[config.mk]
export PLATFORM = sky130hd
export DESIGN_NAME = tp_sync_rx
export DESIGN_NICKNAME = d
export VERILOG_FILES = /design/src/rtl/tp_sync_rx.sv
export SDC_FILE = /design/constraint.sdc
export NUM_CORES = 1
export LEC_CHECK = 0
export ABC_AREA = 1
export ABC_CLOCK_PERIOD_IN_PS = 1650
export CAP_MARGIN = 30
export CORE_UTILIZATION = 30
export DETAILED_ROUTE_END_ITERATION = 7
export PLACE_DENSITY = 0.52
export SETUP_SLACK_MARGIN = 0.4
export SLEW_MARGIN = 15
export SYNTH_ARGS = -nofsm -noshare
export SYNTH_HDL_FRONTEND = slang
export SYNTH_SLANG_ARGS = --single-unit
[constraint.sdc]
create_clock -name clk -period 1.65 [get_ports clk]
set_input_delay 0.495 -clock clk [delete_from_list [all_inputs] [get_ports clk]]
set_output_delay 0.495 -clock clk [all_outputs]
set_load 0.005 [all_outputs]
[src/rtl/tp_sync_rx.sv]
// Two-phase dual-rail token receiver: synchronizes every rail, decodes against the last accepted token and presents the word on a valid/ready port.
// Optional macro TP_RX_ERR_EN enables the sticky double-rail protocol error flag; undefined ties err to 0.
module tp_sync_rx #(
  parameter int WIDTH       = 32,
  parameter int SYNC_STAGES = 2
) (
  input  logic                  clk,
  input  logic                  rst,
  input  logic [WIDTH-1:0][1:0] in,
  output logic                  ack_o,
  output logic [WIDTH-1:0]      dat,
  output logic                  dat_valid,
  input  logic                  dat_ready,
  output logic                  err,
  output logic [1:0]            state_dbg
);

  typedef enum logic [1:0] {
    S_WAIT   = 2'd0,
    S_SETTLE = 2'd1,
    S_HOLD   = 2'd2
  } state_t;

  state_t                                 state;
  state_t                                 state_nxt;
  logic [SYNC_STAGES-1:0][WIDTH-1:0][1:0] sync_q;
  logic [WIDTH-1:0][1:0]                  sin;
  logic [WIDTH-1:0][1:0]                  sin_prev;
  logic [WIDTH-1:0][1:0]                  ref_q;
  logic [WIDTH-1:0]                       tog;
  logic [WIDTH-1:0]                       d;
  logic                                   complete;
  logic                                   stable;
  logic                                   free;
  logic                                   capture;

  assign sin = sync_q[SYNC_STAGES-1];

  // Synchronizer chain plus a one-cycle history of its output for the settle check.
  always_ff @(posedge clk) begin
    if (!rst) begin
      sync_q   <= '0;
      sin_prev <= '0;
    end else begin
      sync_q[0] <= in;
      for (int s = 1; s < SYNC_STAGES; s++) begin
        sync_q[s] <= sync_q[s-1];
      end
      sin_prev <= sin;
    end
  end

  always_comb begin
    tog = '0;
    d   = '0;
    for (int i = 0; i < WIDTH; i++) begin
      tog[i] = (sin[i][1] ^ ref_q[i][1]) ^ (sin[i][0] ^ ref_q[i][0]);
      d[i]   = sin[i][1] ^ ref_q[i][1];
    end
  end

  assign complete = &tog;
  assign stable   = (sin == sin_prev);
  // Output port: a word transfers on any edge where dat_valid and dat_ready are both 1;
  // dat holds still while dat_valid=1 and dat_ready=0, and the register is free for a new
  // capture when it is empty or being consumed in the same cycle.
  assign free     = !dat_valid || dat_ready;

  always_ff @(posedge clk) begin
    if (!rst) begin
      state <= S_WAIT;
    end else begin
      state <= state_nxt;
    end
  end

  always_comb begin
    state_nxt = state;
    case (state)
      S_WAIT: begin
        if (complete) state_nxt = S_SETTLE;
      end
      S_SETTLE: begin
        if (!complete)   state_nxt = S_WAIT;
        else if (stable) state_nxt = free ? S_WAIT : S_HOLD;
      end
      S_HOLD: begin
        if (!complete || free) state_nxt = S_WAIT;
      end
      default: state_nxt = S_WAIT;
    endcase
  end

  always_comb begin
    capture   = 1'b0;
    state_dbg = state;
    case (state)
      S_SETTLE: capture = complete && stable && free;
      S_HOLD:   capture = complete && free;
      default:  capture = 1'b0;
    endcase
  end

  always_ff @(posedge clk) begin
    if (!rst) begin
      ref_q     <= '0;
      dat       <= '0;
      dat_valid <= 1'b0;
      ack_o     <= 1'b0;
    end else if (capture) begin
      ref_q     <= sin;
      dat       <= d;
      dat_valid <= 1'b1;
      ack_o     <= ~ack_o;
    end else if (dat_valid && dat_ready) begin
      dat_valid <= 1'b0;
    end
  end

`ifdef TP_RX_ERR_EN
  logic [WIDTH-1:0] dbl;

  always_comb begin
    dbl = '0;
    for (int i = 0; i < WIDTH; i++) begin
      dbl[i] = (sin[i][1] ^ ref_q[i][1]) & (sin[i][0] ^ ref_q[i][0]);
    end
  end

  // Both rails of a bit moving is illegal unless a token is mid-settle or being taken.
  always_ff @(posedge clk) begin
    if (!rst) begin
      err <= 1'b0;
    end else if ((|dbl) && !capture && (state != S_SETTLE)) begin
      err <= 1'b1;
    end
  end
`else
  assign err = 1'b0;
`endif

endmodule

Word level (Yosys, flattened, before mapping)
Cells that the tools add are included.

Bits in registers: 292. Latch bits: 0. Memory bits (writable): 0. Bits in read-only memories: 0. Input port bits: 67. Output and inout bits: 37. Word-level logic and storage cells: 256. Memories kept: 0.

Add/sub/neg operators: 0. Multiply operators: 0. Div/mod/pow operators: 0. Magnitude comparators: 0. Eq/ne operators: 6. Shift-type cells: 0. Muxes and demuxes: 9. Bitwise logic cells: 97. Reductions and logical operators: 12.

Operators by type and width (number): $xor A1 B1 Y1 (96); $eq A64 B64 Y1 (1); $reduce_and A32 Y1 (1); $mux W2 (5); $pmux W2 S3 (1); $logic_and A1 B1 Y1 (4); $ne A2 B2 Y1 const B (2); $ne A3 B3 Y1 const B (1); $reduce_and A3 Y1 (1); $eq A2 B1 Y1 const B (1); $eq A2 B2 Y1 const B (1); $logic_not A1 Y1 (2); $logic_not A2 Y1 (1); $logic_or A1 B1 Y1 (2); $mux W1 (2); $pmux W1 S2 (1); $reduce_bool A2 Y1 (1); $not A1 Y1 (1).

Longest topological paths before layout
Gate-level depths: netlist (run 1).

Depth after elaboration: 7. Gate-level depth with buffers: 18. Mapped depth without buffers: 16.

Worst setup path before layout (run 1)
No wires, ideal clock.

Path type: reg2reg. Start: reg sync_q, in the netlist sin[23]. End: reg dat[10]. Library setup time: 0.113 ns. Arrival: 1.694 ns. Required time: 1.537 ns. Setup slack: -0.157 ns. Stages on the path, launching flop included: 16. Buffers on the path: 3. Period minus slack after synthesis: 1.807 ns. Path through: dfxtp_1 buf_2 xor2_1 nand2_1 nand2_1 nand2_1 nor2_1 nand2_1 nor2_1 nand2_1 nor2_2 nand2_2 buf_2 buf_2 nor2_1 nor2_1.

Longest elaborated chain between the ends: 6. Elaborated cells between the ends (all ways): 8. Those cells by class: eq/ne (1); mux (1); bitwise (2); reduce/logical (4).

Ends and longest elaborated chain: start: declaration (RTL line 26) `logic [SYNC_STAGES-1:0][WIDTH-1:0][1:0] sync_q;`; start signal: indexed assignment (RTL line 47) `sync_q[s] <= sync_q[s-1];`; $xor A1 B1 Y1 (2 in a row) (RTL line 57) `tog[i] = (sin[i][1] ^ ref_q[i][1]) ^ (sin[i][0] ^ ref_q[i][0]);`; $reduce_and A32 Y1 (RTL line 62) `assign complete = &tog;`; $logic_and A1 B1 Y1 (2 in a row) (RTL line 98) `S_SETTLE: capture = complete && stable && free;`; $pmux W1 S2 * (RTL line 97) `case (state)`; end signal: assignment (RTL line 107) `dat <= '0;`; end signal: assignment (RTL line 112) `dat <= d;`; end: declaration (RTL line 11) `output logic [WIDTH-1:0] dat,`.

Every way passes the cells marked *; elsewhere a longest branch is shown, timed or not. A chain may end at the register's enable or synchronous reset.

Worst setup path in the final report (run 1)
Start: reg sync_q, in the netlist sin[62]. End: reg ref_q[43] (netlist name).

Longest elaborated chain between the ends: 6. Elaborated cells between the ends (all ways): 8. Those cells by class: eq/ne (1); mux (1); bitwise (2); reduce/logical (4).

Ends and longest elaborated chain: $xor A1 B1 Y1 (2 in a row) (RTL line 57); $reduce_and A32 Y1 (RTL line 62); $logic_and A1 B1 Y1 (2 in a row) (RTL line 98); $pmux W1 S2 * (RTL line 97); end signal: assignment (RTL line 111) `ref_q <= sin;`; end: declaration (RTL line 29) `logic [WIDTH-1:0][1:0] ref_q;`.

Marked as above.

==> run metrics, run 1 <==
Post-Synth Adder-Cell Area=0.284%; most frequent cells in the layout=nand2_1 (948), inv_1 (375), nor2_1 (251), dfxtp_1 (189), buf_4 (187); Worst-path clk slew=60 ps; top cells by area, synth=dfxtp_1 (44%), nand2_1 (29%), inv_1 (12%); GP Congestion=0.809; Syn Inst Count=2,168; Max Root-Sink Buffers=3; worst path bufs/invs=4; DP Area=16,300 um2; Synth Area in XOR/XNOR=2.23%; GRT Total Usage=15.6%; Final TNS setup=-40,780 ps; largest family of logic cells by synthesized area=simple AND/OR/NAND/NOR gates; first-pass GRT wire length=55.5 mm; IO Port Bufs=102; Post-CTS Hold Fix Bufs=0; Vias/cell=4.02; final max-slew violation count=0; crit-path max FO=6; Layout area overhead=43.1%; period utilisation layout=129%; Multi-input gate area=6150 um2; CTS Buf Count=35; post-synthesis register bit count=292; CP required=2080 ps; r2r setup slk=-470 ps; CTS tree=yes; core area=43,300 um2; critical path class=flip-flop to flip-flop; Placed Cells=2,982; Ys Warns=0; Chip Height=212 um; GRT overflow=0; CP most frequent cell=nand2_1; Die X=212 um; Tmin final=2120 ps; family with the most delay on the worst path=simple AND/OR/NAND/NOR gates; startpoint class of the critical path=flip-flop; CTS sink count=292; power density over the cells=892 nW/um2; peak supply drop=0.571 mV; Syn Area/Cell=6.10 um2; Sequential Area=6010 um2; Routed Wire Length=34.1 mm; setup violators final=100; # diodes=0; Vias=12,400; Compound-Gate Fraction of Synth Area=0.549%; worst hold path class=input pin to flip-flop; Leakage=10.7 nW; failing checks=setup timing; Pre-antenna DRT Iters=7; commonest non-fill, non-tap cell in the layout=nand2_1; status=finished, violations left; Fillers=4,420; initial core utilization=30.6%; die area=44,900 um2; vias in the first global route=11,800; Fmax=471 MHz; DP HPWL=23.4 mm; CTS root buffer=clkbuf_16; Wirelength per Cell=11.0 um; DRC=0; final instance area=18,900 um2; pin count of the biggest net entering global routing=50; initial antenna violation count=0; Worst path max stage delay=370 ps; Fin. Hold Viols=0; RSZ-0062 raised after global routing=yes; Crit path arrival time=2550 ps; mux contribution to synthesized area=0%; synth unique cells=22; max cap viols=0; Ports=104; Skew-Pair Late Insertion Delay=540 ps; post-synthesis sequential area ratio=44.2%; CP Cell Sequence=nor2_4 > inv_1 > nand2_1 > nand2_1 > nand2_2 > nand2_1 > nor2_1 > nand2_1 > nor2_1 > nand2_1 > nor2_4 > buf_12 > nand2_8 > buf_12 > clkbuf_16 > nor2_1 > nor2_1; Worst Setup Slack, final=-473 ps; fin cells=3,090; Max Clock Skew=17.1 ps; final-stage net count=2,550; syn_nets=2,238; layout cell share with drive strength beyond 1=25.3%; hold_ws=369 ps; simple-gate area share of the yosys netlist=38.2%; Critical-path top delay cell=dfxtp_4; H-tree lvl count=2; Antenna Violating Nets Remaining=0; top cell type's share of synthesized area=44.2%; top cell type by total area after synthesis=dfxtp_1; Synth Cell Area=13,200 um2; crit path capture type=flip-flop; initial drt markers=545; row count=76
[worst paths after layout]
path	from	endpoint	depth (start not counted)
worst min register to register	sync_q[27]$_SDFF_PN0_	sin[27]$_SDFF_PN0_	2
worst min-delay path	rst	sin[10]$_SDFF_PN0_	3
worst max-delay path	sin[62]$_SDFF_PN0_	ref_q[43]$_SDFFE_PN0P_	17
worst max register to register	sin[62]$_SDFF_PN0_	ref_q[43]$_SDFFE_PN0P_	17
[per-layer routing]
metal | up-vias | track usage, % | share of wire (%)
met5 | - | 0 | 0
met4 | 0 | 7.85 | 4.2
met3 | 78 | 2.37 | 3.8
met2 | 174 | 27.8 | 49
met1 | 5442 | 18.0 | 43
li1 | 6739 | - | -
[where the power goes]
part / total (mW) / internal (mW) / switching [mW]
logic: 1.31 / 0.617 / 0.689
clock network: 8.20 / 5.23 / 2.97
registers: 7.38 / 7.24 / 0.142
[cells by family (layout without fill, tap and decap cells)]
logic type / count (synthesis) / count (layout)
AO/OA/AOI/OAI: 14 / 14
AND/OR/NAND/NOR: 1344 / 1348
buffers and inverters: 482 / 815
adder cells (fa/ha/maj): 3 / 3
other: 1 / 1
XOR/XNOR: 32 / 32
flip-flops: 292 / 292
[final cells by class]
class | count | area share, %
Multi-Input combinational cell | 1398 | 32.5
Sequential cell | 292 | 31.7
Timing Repair Buffer | 336 | 17.1
Inverter | 417 | 8.27
Clock buffer | 53 | 5.63
Tap cell | 585 | 3.87
Clock inverter | 9 | 0.925
[repair_timing]
item | 4_1_cts | 5_1_grt
gates resized for setup | 389 | 137
cloned | 11 | 2
buffers inserted | 28 | 5
setup endpoints to repair | 136 | 136
pin swaps | 52 | 34
[registers in the layout, indices dropped and copies added (netlist names)]
signal     flops
sync_q        64
sin           64
ref_q         64
sin_prev      64
dat_valid      1
state_dbg      2
ack_o          1
dat           32
[per-stage QoR]
step | setup slack, ps | utilization, % | power [mW]
2_1_floorplan | -93.3 | - | 8.14
3_3_place_gp | -592 | 37.7 | 8.74
3_5_place_dp | -626 | 37.7 | 8.75
4_1_cts | -471 | 42.6 | 17.2
5_1_grt | -664 | 43.8 | 17.6
6_report | -473 | 43.8 | 16.9
[synth_stat cells (all sizes together)]
| library cell | instances |
|---|---|
| a21oi | 2 |
| xnor2 | 11 |
| buf | 27 |
| xor2 | 21 |
| ha | 3 |
| nor2 | 299 |
| nand2 | 1039 |
| conb | 1 |
| nand3 | 5 |
| nand4 | 1 |
| a21boi | 1 |
| clkbuf | 38 |
| inv | 417 |
| o21ai | 11 |
| dfxtp | 292 |
[worst min-delay path: cells and delay by family]
kind / cells / cell delay (ps)
buffers and inverters: 2 / 260
and+or+nand+nor: 1 / 100
(Power assumes the default switching activity.)
==> run 2, diff against run 1 <==
--- a/config.mk
+++ b/config.mk
@@ -5,12 +5,11 @@
 export SDC_FILE = /design/constraint.sdc
 export NUM_CORES = 1
 export LEC_CHECK = 0
-export ABC_AREA = 1
 export ABC_CLOCK_PERIOD_IN_PS = 1650
 export CAP_MARGIN = 30
 export CORE_UTILIZATION = 30
 export DETAILED_ROUTE_END_ITERATION = 7
-export PLACE_DENSITY = 0.52
+export PLACE_DENSITY = 0.53
 export SETUP_SLACK_MARGIN = 0.4
 export SLEW_MARGIN = 15
 export SYNTH_ARGS = -nofsm -noshare
==> run metrics, run 2 <==
pin count of the biggest net entering global routing=83 (+66%); Fin. Hold Viols=0 (unchanged); sw power=3.30 mW (-13%); peak supply drop=0.764 mV (+34%); Setup crit end=ref_q[26]$_SDFFE_PN0P_; Ports=104 (unchanged); Net Sw Frac=21.3% (-1.2 points); GRT overflow=0 (unchanged); Post-CTS Hold Fix Bufs=0 (unchanged); CTS root buffer=clkbuf_16; top cell type by total area after synthesis=dfxtp_1; failing checks=setup timing; Pre-antenna DRT Iters=4 (-3); hold_ws=255 ps (-114 ps); Layout area overhead=41.7%; Fmax=407 MHz (-14%); CP required=2090 ps (about the same); Syn Area/Cell=10.1 um2 (+65%); vias in the first global route=7,335 (-38%); Worst Setup Slack, final=-809 ps (-337 ps); r2r setup slk=-810 ps (-340 ps); RSZ-0062 raised after global routing=yes; Crit path arrival time=2900 ps (+350 ps); final max-slew violation count=0 (unchanged); Syn Inst Count=1,050 (-52%); top cells by area, synth=dfxtp_1 (55%), xor2_1 (10%), and2_1 (7.7%); startpoint class of the critical path=flip-flop; crit-path max FO=8 (+2); initial drt markers=322 (-41%); power density over the cells=1030 nW/um2 (+16%); asr flop ratio synth=0% (unchanged); Multi-input gate area=4530 um2 (-26%); Sequential Power Share=47.6% (+3.9 points); syn_nets=1,120 (-50%); top cell type's share of synthesized area=55.3% (+11 points); post-synthesis sequential area ratio=55.3% (+11 points); worst hold path class=input pin to flip-flop; Worst-path clk slew=60 ps (about the same); Skew-Pair Late Insertion Delay=560 ps (+20 ps); most frequent cells in the layout=dfxtp_1 (243), buf_4 (141), and2_1 (130), xor2_1 (118), nand2_1 (99); first-pass GRT wire length=40.5 mm (-27%); initial core utilization=30.5% (-0.060 points); CTS sink count=292 (unchanged); Ys Warns=0 (unchanged); setup violators final=100 (unchanged); H-tree lvl count=1 (-1); R2R Path Start=sin[30]$_SDFF_PN0_; EDFF count, synth=0 (unchanged); max cap viols=0 (unchanged); die area=36,000 um2 (-20%); Gate power share=6.0% (-1.7 points); Fillers=3,318 (-25%); synth unique cells=28 (+27%); Synth Cell Area=10,600 um2 (-20%); post-synthesis register bit count=292 (unchanged); final-stage net count=1,368 (-46%); Leakage=6.95 nW (-35%); R2R Path End=ref_q[26]$_SDFFE_PN0P_; IO Port Bufs=102 (unchanged); Routed Wire Length=26.9 mm (-21%); pre-CTS worst setup slack=-928 ps (-302 ps); Sequential Area=5910 um2 (-1.6%); DP HPWL=16.9 mm (-28%); layout cell share with drive strength beyond 1=32.5% (+7.2 points); GRT Total Usage=14.5% (-1.1 points); count leader, synth=dfxtp_1; commonest non-fill, non-tap cell in the layout=dfxtp_1; row count=68 (-11%); Wirelength per Cell=15.1 um (+37%); status=finished, violations left; Chip Height=190 um (-11%); synth cell count leaders=dfxtp_1 (292), and2_1 (130), xor2_1 (125); Primary FF master, synth=dfxtp_1; internal cell power=12.2 mW (-7.1%); Vias=7,531 (-39%); Antenna Violating Nets Remaining=0 (unchanged); Critical Path Start=sin[30]$_SDFF_PN0_; Tmin final=2460 ps (+337 ps); DRC=0 (unchanged); CTS tree=yes; CTS Buf Count=31 (-11%); Max Root-Sink Buffers=3 (unchanged); Max Clock Skew=11.0 ps (-6.05 ps); initial antenna violation count=0 (unchanged); crit path capture type=flip-flop; # diodes=0 (unchanged); critical path class=flip-flop to flip-flop; period utilisation layout=149% (+20 points); Vias/cell=4.25 (+5.5%); core area=34,600 um2 (-20%); Worst Reg-to-Reg Cells=12 (-5); Die X=190 um (-11%); fraction of power consumed by the clock network=46.5% (-2.1 points); GP Congestion=0.792 (-2.0%)
-- run 2: cell types whose count changed in the layout (fill, tap and decap cells not counted), moves of 46 or more --
cell     delta
nand2_1   -849
inv_1     -308
nor2_1    -251
and2_1    +130
xor2_1    +108
nand2_2    -78
nand3_2    +78
o21ai_1    +66
dfxtp_1    +54
buf_4      -46
-- run 2: timing repair --
item,CTS,global route
buffers inserted,30,7
endpoints found under the setup margin,136,136
pin swaps,21,33
gates resized for setup,235,90
cloned,9,6
endpoints found under the hold margin,0,0
-- run 2: how the worst min path moves through the flow --
stage	cells past startpoint	from	slack [ps]	to
finish	3	rst	250	ref_q[25]$_SDFFE_PN0P_
global route	3	rst	250	ref_q[25]$_SDFFE_PN0P_
CTS	3	rst	240	sin_prev[25]$_SDFF_PN0_
detailed placement	1	sync_q[2]$_SDFF_PN0_	420	sin[2]$_SDFF_PN0_
global placement	1	sync_q[7]$_SDFF_PN0_	420	sin[7]$_SDFF_PN0_
floorplan	1	sync_q[25]$_SDFF_PN0_	410	sin[25]$_SDFF_PN0_
-- run 2: final cells by class --
class	count	area share (%)
clock buffers	44	6.11
clock inverters	10	1.02
inverters	67	1.68
multi-input cells	632	30.3
flip-flops and latches	292	39.5
well taps	455	3.80
repair buffers	274	17.6
-- run 2: critical path: stages (launching register included) --
cell	delay, ps
dfxtp_2	360
xor2_1	170
nor4_1	240
buf_4	170
nand4_1	100
buf_4	180
nor4_4	350
o2111ai_4	180
buf_6	180
buf_12	150
buf_16	150
nand3_2	60
o21ai_1	60
-- run 2: power groups by stage --
stage	clock [mW]	combinational [mW]	sequential, mW
2_1_floorplan	0	0.435	7.48
3_3_place_gp	0	0.899	7.51
3_5_place_dp	0	0.899	7.51
4_1_cts	7.37	0.922	7.35
5_1_grt	7.65	1.01	7.37
6_report	7.18	0.921	7.35
-- run 2: layer usage --
layer	vias up	wire length [um]	global-route usage [%]
li1	3841	-	-
met1	3506	12600	19.6
met2	148	12300	23.7
met3	36	1380	2.31
met4	0	578	4.59
met5	-	0	0
-- run 2: cells by family (layout without fill, tap and decap cells) --
logic type	after synthesis	count (layout)	synth area share (%)
AOI/OAI and AO/OA	101	101	5.05
xor gates and xnor gates	160	160	13.5
adders and majority gates	3	3	0.355
buffers and inverters	126	395	5.07
DFF	292	292	55.3
other	1	1	0.0355
and+or+nand+nor	367	367	20.7
-- run 2: stage by stage --
stage / std cells / power [mW] / area (um2) / utilization (%) / setup TNS [ps]
final: 1774 / 15.5 / 15000 / 43.2 / -74470
after global routing: 1774 / 16.0 / 15000 / 43.2 / -90150
after CTS: 1761 / 15.6 / 14500 / 41.9 / -74470
after detailed placement: 1668 / 8.41 / 12900 / 37.2 / -84700
after global placement: 1668 / 8.40 / 12900 / 37.2 / -80530
after floorplan: 1050 / 7.91 / 10600 / - / -36820
